`src/rtl/spi_master_txn_pkg.sv`:
```
// Shared SPI framing definitions: FSM states and command-byte layout,
// common to this master and the team's SPI slave peripheral.
package spi_pkg;
   localparam int CMD_RW_BIT = 7;
   localparam int CMD_ADDR_W = 7;
   localparam int BYTE_W     = 8;

   typedef enum logic [2:0] {
      IDLE,
      SETUP,
      HIGH,
      LOW,
      HOLD,
      GAP
   } state_t;
endpackage

```
`src/rtl/spi_master_txn_timer.sv`:
```
// Half-period timer: counts DIV cycles after each restart and then holds expire
// high until it is restarted again.
module spi_half_period_timer #(
   parameter int DIV = 4
) (
   input  logic clk,
   input  logic reset_n,
   input  logic i_restart,
   output logic o_expire
);
   localparam int CNT_W = 8;
   localparam logic [CNT_W-1:0] LAST = CNT_W'(DIV - 1);

   logic [CNT_W-1:0] r_cnt;

   assign o_expire = (r_cnt == LAST);

   always_ff @(posedge clk or negedge reset_n) begin
      if (!reset_n)          r_cnt <= '0;
      else if (i_restart)    r_cnt <= '0;
      else if (!o_expire)    r_cnt <= r_cnt + 1'b1;
   end
endmodule

```
`src/rtl/spi_master_txn.sv`:
```
// SPI Mode 0 framed-transaction master: a {rw,addr} command byte followed by
// len data bytes, MSB first, with per-byte txReady/rxValid handshakes.
module spi_master_txn
   import spi_pkg::*;
#(
   parameter int CLK_DIV = 4,
   parameter int LEN_W   = 8
) (
   input  logic                  clk,
   input  logic                  reset_n,
   input  logic                  start,
   input  logic                  rw,
   input  logic [CMD_ADDR_W-1:0] addr,
   input  logic [LEN_W-1:0]      len,
   input  logic [BYTE_W-1:0]     txData,
   output logic                  txReady,
   output logic [BYTE_W-1:0]     rxData,
   output logic                  rxValid,
   output logic                  busy,
   output logic                  done,
   output logic                  sck,
   output logic                  cs,
   output logic                  mosi,
   input  logic                  miso
);
   state_t              r_state, w_state_n;
   logic                r_busy, r_cs, r_sck, r_done, r_txrdy, r_rxv;
   logic                r_rw, r_first;
   logic [2:0]          r_bit;
   logic [LEN_W-1:0]    r_left;
   logic [BYTE_W-1:0]   r_shift, r_rx, r_rxd;

   logic                w_exp, w_restart;
   logic                w_accept, w_rise, w_fall, w_cs_off, w_fin;
   logic                w_more;
   logic [LEN_W-1:0]    w_left_dec;

   spi_half_period_timer #(.DIV(CLK_DIV)) u_timer (
      .clk       (clk),
      .reset_n   (reset_n),
      .i_restart (w_restart),
      .o_expire  (w_exp)
   );

   // Command byte never consumes a count; data bytes decrement, saturating at 0.
   assign w_left_dec = (r_left != '0) ? r_left - LEN_W'(1) : r_left;
   assign w_more     = r_first ? (r_left != '0) : (w_left_dec != '0);
   assign w_restart  = (w_state_n != r_state);

   always_ff @(posedge clk or negedge reset_n) begin
      if (!reset_n) r_state <= IDLE;
      else          r_state <= w_state_n;
   end

   always_comb begin
      w_state_n = r_state;
      w_accept  = 1'b0;
      w_rise    = 1'b0;
      w_fall    = 1'b0;
      w_cs_off  = 1'b0;
      w_fin     = 1'b0;
      case (r_state)
         IDLE:  if (start && !r_busy) begin w_accept = 1'b1; w_state_n = SETUP; end
         SETUP: if (w_exp) begin w_rise = 1'b1; w_state_n = HIGH; end
         HIGH:  if (w_exp) begin
                   w_fall    = 1'b1;
                   w_state_n = (r_bit != 3'd7 || w_more) ? LOW : HOLD;
                end
         LOW:   if (w_exp) begin w_rise = 1'b1; w_state_n = HIGH; end
         HOLD:  if (w_exp) begin w_cs_off = 1'b1; w_state_n = GAP; end
         GAP:   if (w_exp) begin w_fin = 1'b1; w_state_n = IDLE; end
         default: w_state_n = IDLE;
      endcase
   end

   always_ff @(posedge clk or negedge reset_n) begin
      if (!reset_n) begin
         r_busy  <= 1'b0;
         r_cs    <= 1'b1;
         r_sck   <= 1'b0;
         r_done  <= 1'b0;
         r_txrdy <= 1'b0;
         r_rxv   <= 1'b0;
         r_rw    <= 1'b0;
         r_first <= 1'b0;
         r_bit   <= '0;
         r_left  <= '0;
         r_shift <= '0;
         r_rx    <= '0;
         r_rxd   <= '0;
      end else begin
         r_done  <= 1'b0;
         r_txrdy <= 1'b0;
         r_rxv   <= 1'b0;
         if (w_accept) begin
            r_rw    <= rw;
            r_left  <= len;
            r_shift <= {rw, addr};
            r_cs    <= 1'b0;
            r_busy  <= 1'b1;
            r_bit   <= '0;
            r_first <= 1'b1;
         end
         if (w_rise) begin
            r_sck <= 1'b1;
            r_rx  <= {r_rx[BYTE_W-2:0], miso};
         end
         if (w_fall) begin
            r_sck <= 1'b0;
            r_bit <= r_bit + 3'd1;
            if (r_bit != 3'd7) begin
               r_shift <= {r_shift[BYTE_W-2:0], 1'b0};
            end else begin
               if (!r_first && !r_rw) begin
                  r_rxd <= r_rx;
                  r_rxv <= 1'b1;
               end
               if (!r_first) r_left <= w_left_dec;
               r_first <= 1'b0;
               // Reads shift out zeros while the slave drives miso.
               if (w_more) begin
                  if (r_rw) begin
                     r_shift <= txData;
                     r_txrdy <= 1'b1;
                  end else begin
                     r_shift <= '0;
                  end
               end
            end
         end
         if (w_cs_off) r_cs <= 1'b1;
         if (w_fin) begin
            r_done <= 1'b1;
            r_busy <= 1'b0;
         end
      end
   end

   assign txReady = r_txrdy;
   assign rxData  = r_rxd;
   assign rxValid = r_rxv;
   assign busy    = r_busy;
   assign done    = r_done;
   assign sck     = r_sck;
   assign cs      = r_cs;
   assign mosi    = r_shift[BYTE_W-1];
endmodule

```
`config.mk`:
```
export PLATFORM = sky130hd
export DESIGN_NAME = spi_master_txn
export DESIGN_NICKNAME = d
export VERILOG_FILES = /design/src/rtl/spi_master_txn_pkg.sv /design/src/rtl/spi_master_txn_timer.sv /design/src/rtl/spi_master_txn.sv
export SDC_FILE = /design/constraint.sdc
export NUM_CORES = 1
export LEC_CHECK = 0
export CELL_PAD_IN_SITES_DETAIL_PLACEMENT = 1
export CELL_PAD_IN_SITES_GLOBAL_PLACEMENT = 2
export CORE_UTILIZATION = 38
export CTS_CLUSTER_DIAMETER = 150
export DETAILED_ROUTE_END_ITERATION = 16
export DONT_BUFFER_PORTS = 1
export PLACE_DENSITY = 0.72
export REMOVE_ABC_BUFFERS = 1
export SLEW_MARGIN = 40
export SYNTH_ARGS = -nofsm -noshare
export SYNTH_HDL_FRONTEND = slang
export SYNTH_SLANG_ARGS = --single-unit
```
`constraint.sdc`:
```
create_clock -name clk -period 3.8 [get_ports clk]
set_clock_uncertainty 0.1 [all_clocks]
set_input_delay 0.57 -clock clk [delete_from_list [all_inputs] [get_ports clk]]
set_output_delay 0.57 -clock clk [all_outputs]
set_load 0.005 [all_outputs]
```
==> out/results.ini <==
[run_status]
outcome = finished, final reports clean

[synth]
synth_top_family_by_area = simple AND/OR/NAND/NOR gates
synth_compound_area_share_pct = 14.4
synth_warnings = 0
synth-xor-area-share_pct = 1.94
muxShareOfSynthArea_pct = 7.79
synth.cell_area_mm2 = 0.00271
synth_edf_count = 0
avgSynthCellArea_um2 = 10.1
synth_cell_types = 50
synthArstFlopShare_pct = 100
synth-main-ff-cell = dfrtp_1
synthAdderAreaFrac_pct = 1.84
synthSimpleGateAreaFrac_pct = 22.0
ys_ff_latch = 54
postSynthCellCount = 268
synth-seq-area-share_pct = 49.8

[worst_setup_path]
end_kind = register
critPathSlowestCell = nor3_1
worstPathArrival_ns = 2.92
timing.rr.start = u_timer.r_cnt[0]$_DFFE_PN0P_
path_cells = ha_1 > or4b_1 > or3_1 > nor3_1 > o21ai_0
cp_slowest_stage_delay_ns = 0.64
crit_end = r_shift[4]$_DFF_PN0_
path_max_fanout = 10
reg2reg_to = r_shift[4]$_DFF_PN0_
critPathLaunch = u_timer.r_cnt[0]$_DFFE_PN0P_
ff2ff_path_depth = 5
r2r_slack_ns = 0.96
timing.critical_path.from_type = register
required_ns = 3.88
criticalPathCategory = register to register

[cells_and_area]
instances_no_fill = 369
drive_gt1_share_pct = 16.1
fin_nets = 304
syn2layout_area_growth_pct = 9.36
antenna_cells = 0
design_area_mm2 = 0.00297
fill_cells = 775

[route]
wirelength_um = 6190
firstDrtPassIters = 4
drcViolationCount = 0
drt_iter0_drc = 107
num_vias = 2016
vias_per_cell = 5.46
ant_nets = 0
wl_per_cell_um = 16.8

[grt]
overflow = 0
first_global_vias = 2077
grt_use_total_pct = 18.3
grt_pass1_wl_um = 10500
grt_antenna_before_repair = 0
grt_start_max_net_pins = 55

[clock_network]
numCtsBuffers = 5
cts_setup_buffers = 0
clock_path_buffers = 2
clk_latency_ns = 0.32
cts_tree = built
root_buffer = clkbuf_8
path_clk_slew_ns = 0.11
htree_levels = 2
clock_sinks = 54

[sta]
setup_violations = 0
finalCritPeriodShare_pct = 74.7
final.setup.tns_ns = 0
drv_slew = 0
fmax_mhz = 352
hold_viol = 0
rsz0062_at_grt = no
fin_crit_ns = 2.84
worst_pin_slew_ns = 0.818
holdWs_ns = 0.262
slew-limit-headroom_pct = 45.3

[floorplanning]
rows = 30
design.die.area_mm2 = 0.00748
die_h_um = 86.5
start_util_pct = 39.7
core_area_mm2 = 0.00683
ios = 43
dieWidth_um = 86.5

[place]
dp_hpwl_um = 4360
place.gp.congestion = 0.790
place_area_mm2 = 0.00283
dp_cells = 359
numPortBuffers = 0

[pwr]
max-vdd-ir-drop_uv = 157
p_leak_nw = 1.28
power_density_mw_per_mm2 = 322

[worst_hold_path]
hold_path_class = input pin to register

[flow_run]
maxCapViolations = 0

-- layout make-up --
cell class | instances | area [µm²] | share of cell area [%]
Timing Repair Buffer | 6 | 67.6 | 2.28
Sequential cell | 54 | 1350 | 45.6
Tap cell | 96 | 120 | 4.05
Multi-Input combinational cell | 201 | 1320 | 44.3
Clock buffer | 5 | 68.8 | 2.32
Inverter | 4 | 15.0 | 0.506
Clock inverter | 3 | 28.8 | 0.970
-- routing by layer --
metal | track usage, % | wire length [µm] | vias to the layer above
met4 | 4.85 | 29 | 0
li1 | - | - | 975
met5 | 0 | 0 | -
met1 | 26.1 | 3090 | 1004
met3 | 3.52 | 211 | 4
met2 | 28.7 | 2850 | 33
-- kinds of logic (layout without fill, tap and decap cells) --
family / Yosys count / in the layout
buffers and inverters: 13 / 18
AND/OR/NAND/NOR: 116 / 116
AO/OA/AOI/OAI: 56 / 56
flip-flops: 54 / 54
adder cells (fa/ha/maj): 4 / 4
multiplexers: 19 / 19
XOR/XNOR: 6 / 6
-- worst max-delay path: cells and delay by family (launching register included) --
family / cells / cell delay, ns
adder cells (fa/ha/maj): 1 / 0.24
flip-flops: 1 / 0.42
AO/OA/AOI/OAI: 1 / 0.20
AND/OR/NAND/NOR: 3 / 1.73
-- power by group --
part	switching, mW	internal, mW	total (mW)	leakage [nW]
clock network	0.216	0.138	0.354	0.0506
logic	0.0126	0.00744	0.0200	0.555
registers	0.00323	0.579	0.582	0.679
-- cell usage in the layout (no fill, tap or decap), types with 5 or more instances in the layout --
| cell | n |
|---|---|
| a21o_1 | 11 |
| a31oi_1 | 6 |
| and2_1 | 6 |
| and3_1 | 5 |
| clkbuf_8 | 5 |
| dfrtp_1 | 53 |
| mux2_2 | 17 |
| nand2_1 | 35 |
| nand2b_1 | 5 |
| nand3_1 | 8 |
| nor2_1 | 28 |
| nor3_1 | 6 |
| o21ai_0 | 13 |
-- state kept, by name, indices dropped and copies added, names as in the netlist --
signal	count
done	1
rxValid	1
sck	1
r_bit	3
r_left	8
r_state	3
txReady	1
r_first	1
r_rw	1
r_shift	8
rxData	8
u_timer.r_cnt	8
r_rx	8
busy	1
cs	1
-- cells in the mapped netlist (2+ instances only) --
| master | number | area, µm² |
|---|---|---|
| dfrtp_1 | 53 | 1330 |
| nand2_1 | 35 | 131 |
| nor2_1 | 28 | 105 |
| mux2_2 | 17 | 191 |
| o21ai_0 | 13 | 65.1 |
| a21o_1 | 11 | 82.6 |
| nand3_1 | 8 | 40.0 |
| clkbuf_1 | 7 | 26.3 |
| nor3_1 | 7 | 35.0 |
| a31oi_1 | 6 | 37.5 |
| and2_1 | 6 | 37.5 |
| and3_1 | 5 | 31.3 |
| nand2b_1 | 5 | 31.3 |
| ha_1 | 4 | 50.1 |
| inv_1 | 4 | 15.0 |
| o211ai_1 | 4 | 30.0 |
| xnor2_1 | 4 | 35.0 |
| a21oi_1 | 3 | 15.0 |
| a221o_1 | 3 | 30.0 |
| nor4_1 | 3 | 18.8 |
| o21ai_1 | 3 | 15.0 |
| or2_2 | 3 | 18.8 |
| a211oi_1 | 2 | 15.0 |
| and4bb_2 | 2 | 25.0 |
| mux2i_1 | 2 | 20.0 |
| nor4b_1 | 2 | 17.5 |
| or3_1 | 2 | 12.5 |
| or4_1 | 2 | 15.0 |
| or4_4 | 2 | 22.5 |
| xor2_1 | 2 | 17.5 |
-- what timing repair did --
item | CTS | global route
hold buffers | 2 | 0
resized for setup | 0 | 0
endpoints found under the hold margin | 54 | 0
-- metrics by stage --
step           total power, mW  setup WS (ns)  util (%)
2_1_floorplan            0.597           1.03         -
3_3_place_gp             0.599          0.982      41.4
3_5_place_dp             0.599          0.885      41.4
4_1_cts                  0.973          0.871      43.4
5_1_grt                   1.00          0.722      43.4
6_report                 0.957          0.960      43.4
-- worst min path at each step --
stage | to | slack (ns) | depth (start not counted) | start
5_1_grt | r_rw$_DFFE_PN0P_ | 0.26 | 2 | rw
4_1_cts | r_rw$_DFFE_PN0P_ | 0.26 | 2 | rw
2_1_floorplan | busy$_DFFE_PN0P_ | 0.17 | 0 | reset_n
6_report | r_rw$_DFFE_PN0P_ | 0.26 | 2 | rw
3_5_place_dp | r_left[5]$_DFF_PN0_ | 0.18 | 0 | reset_n
3_3_place_gp | r_left[5]$_DFF_PN0_ | 0.18 | 0 | reset_n
Note: power is estimated with default switching activity, not from simulation.
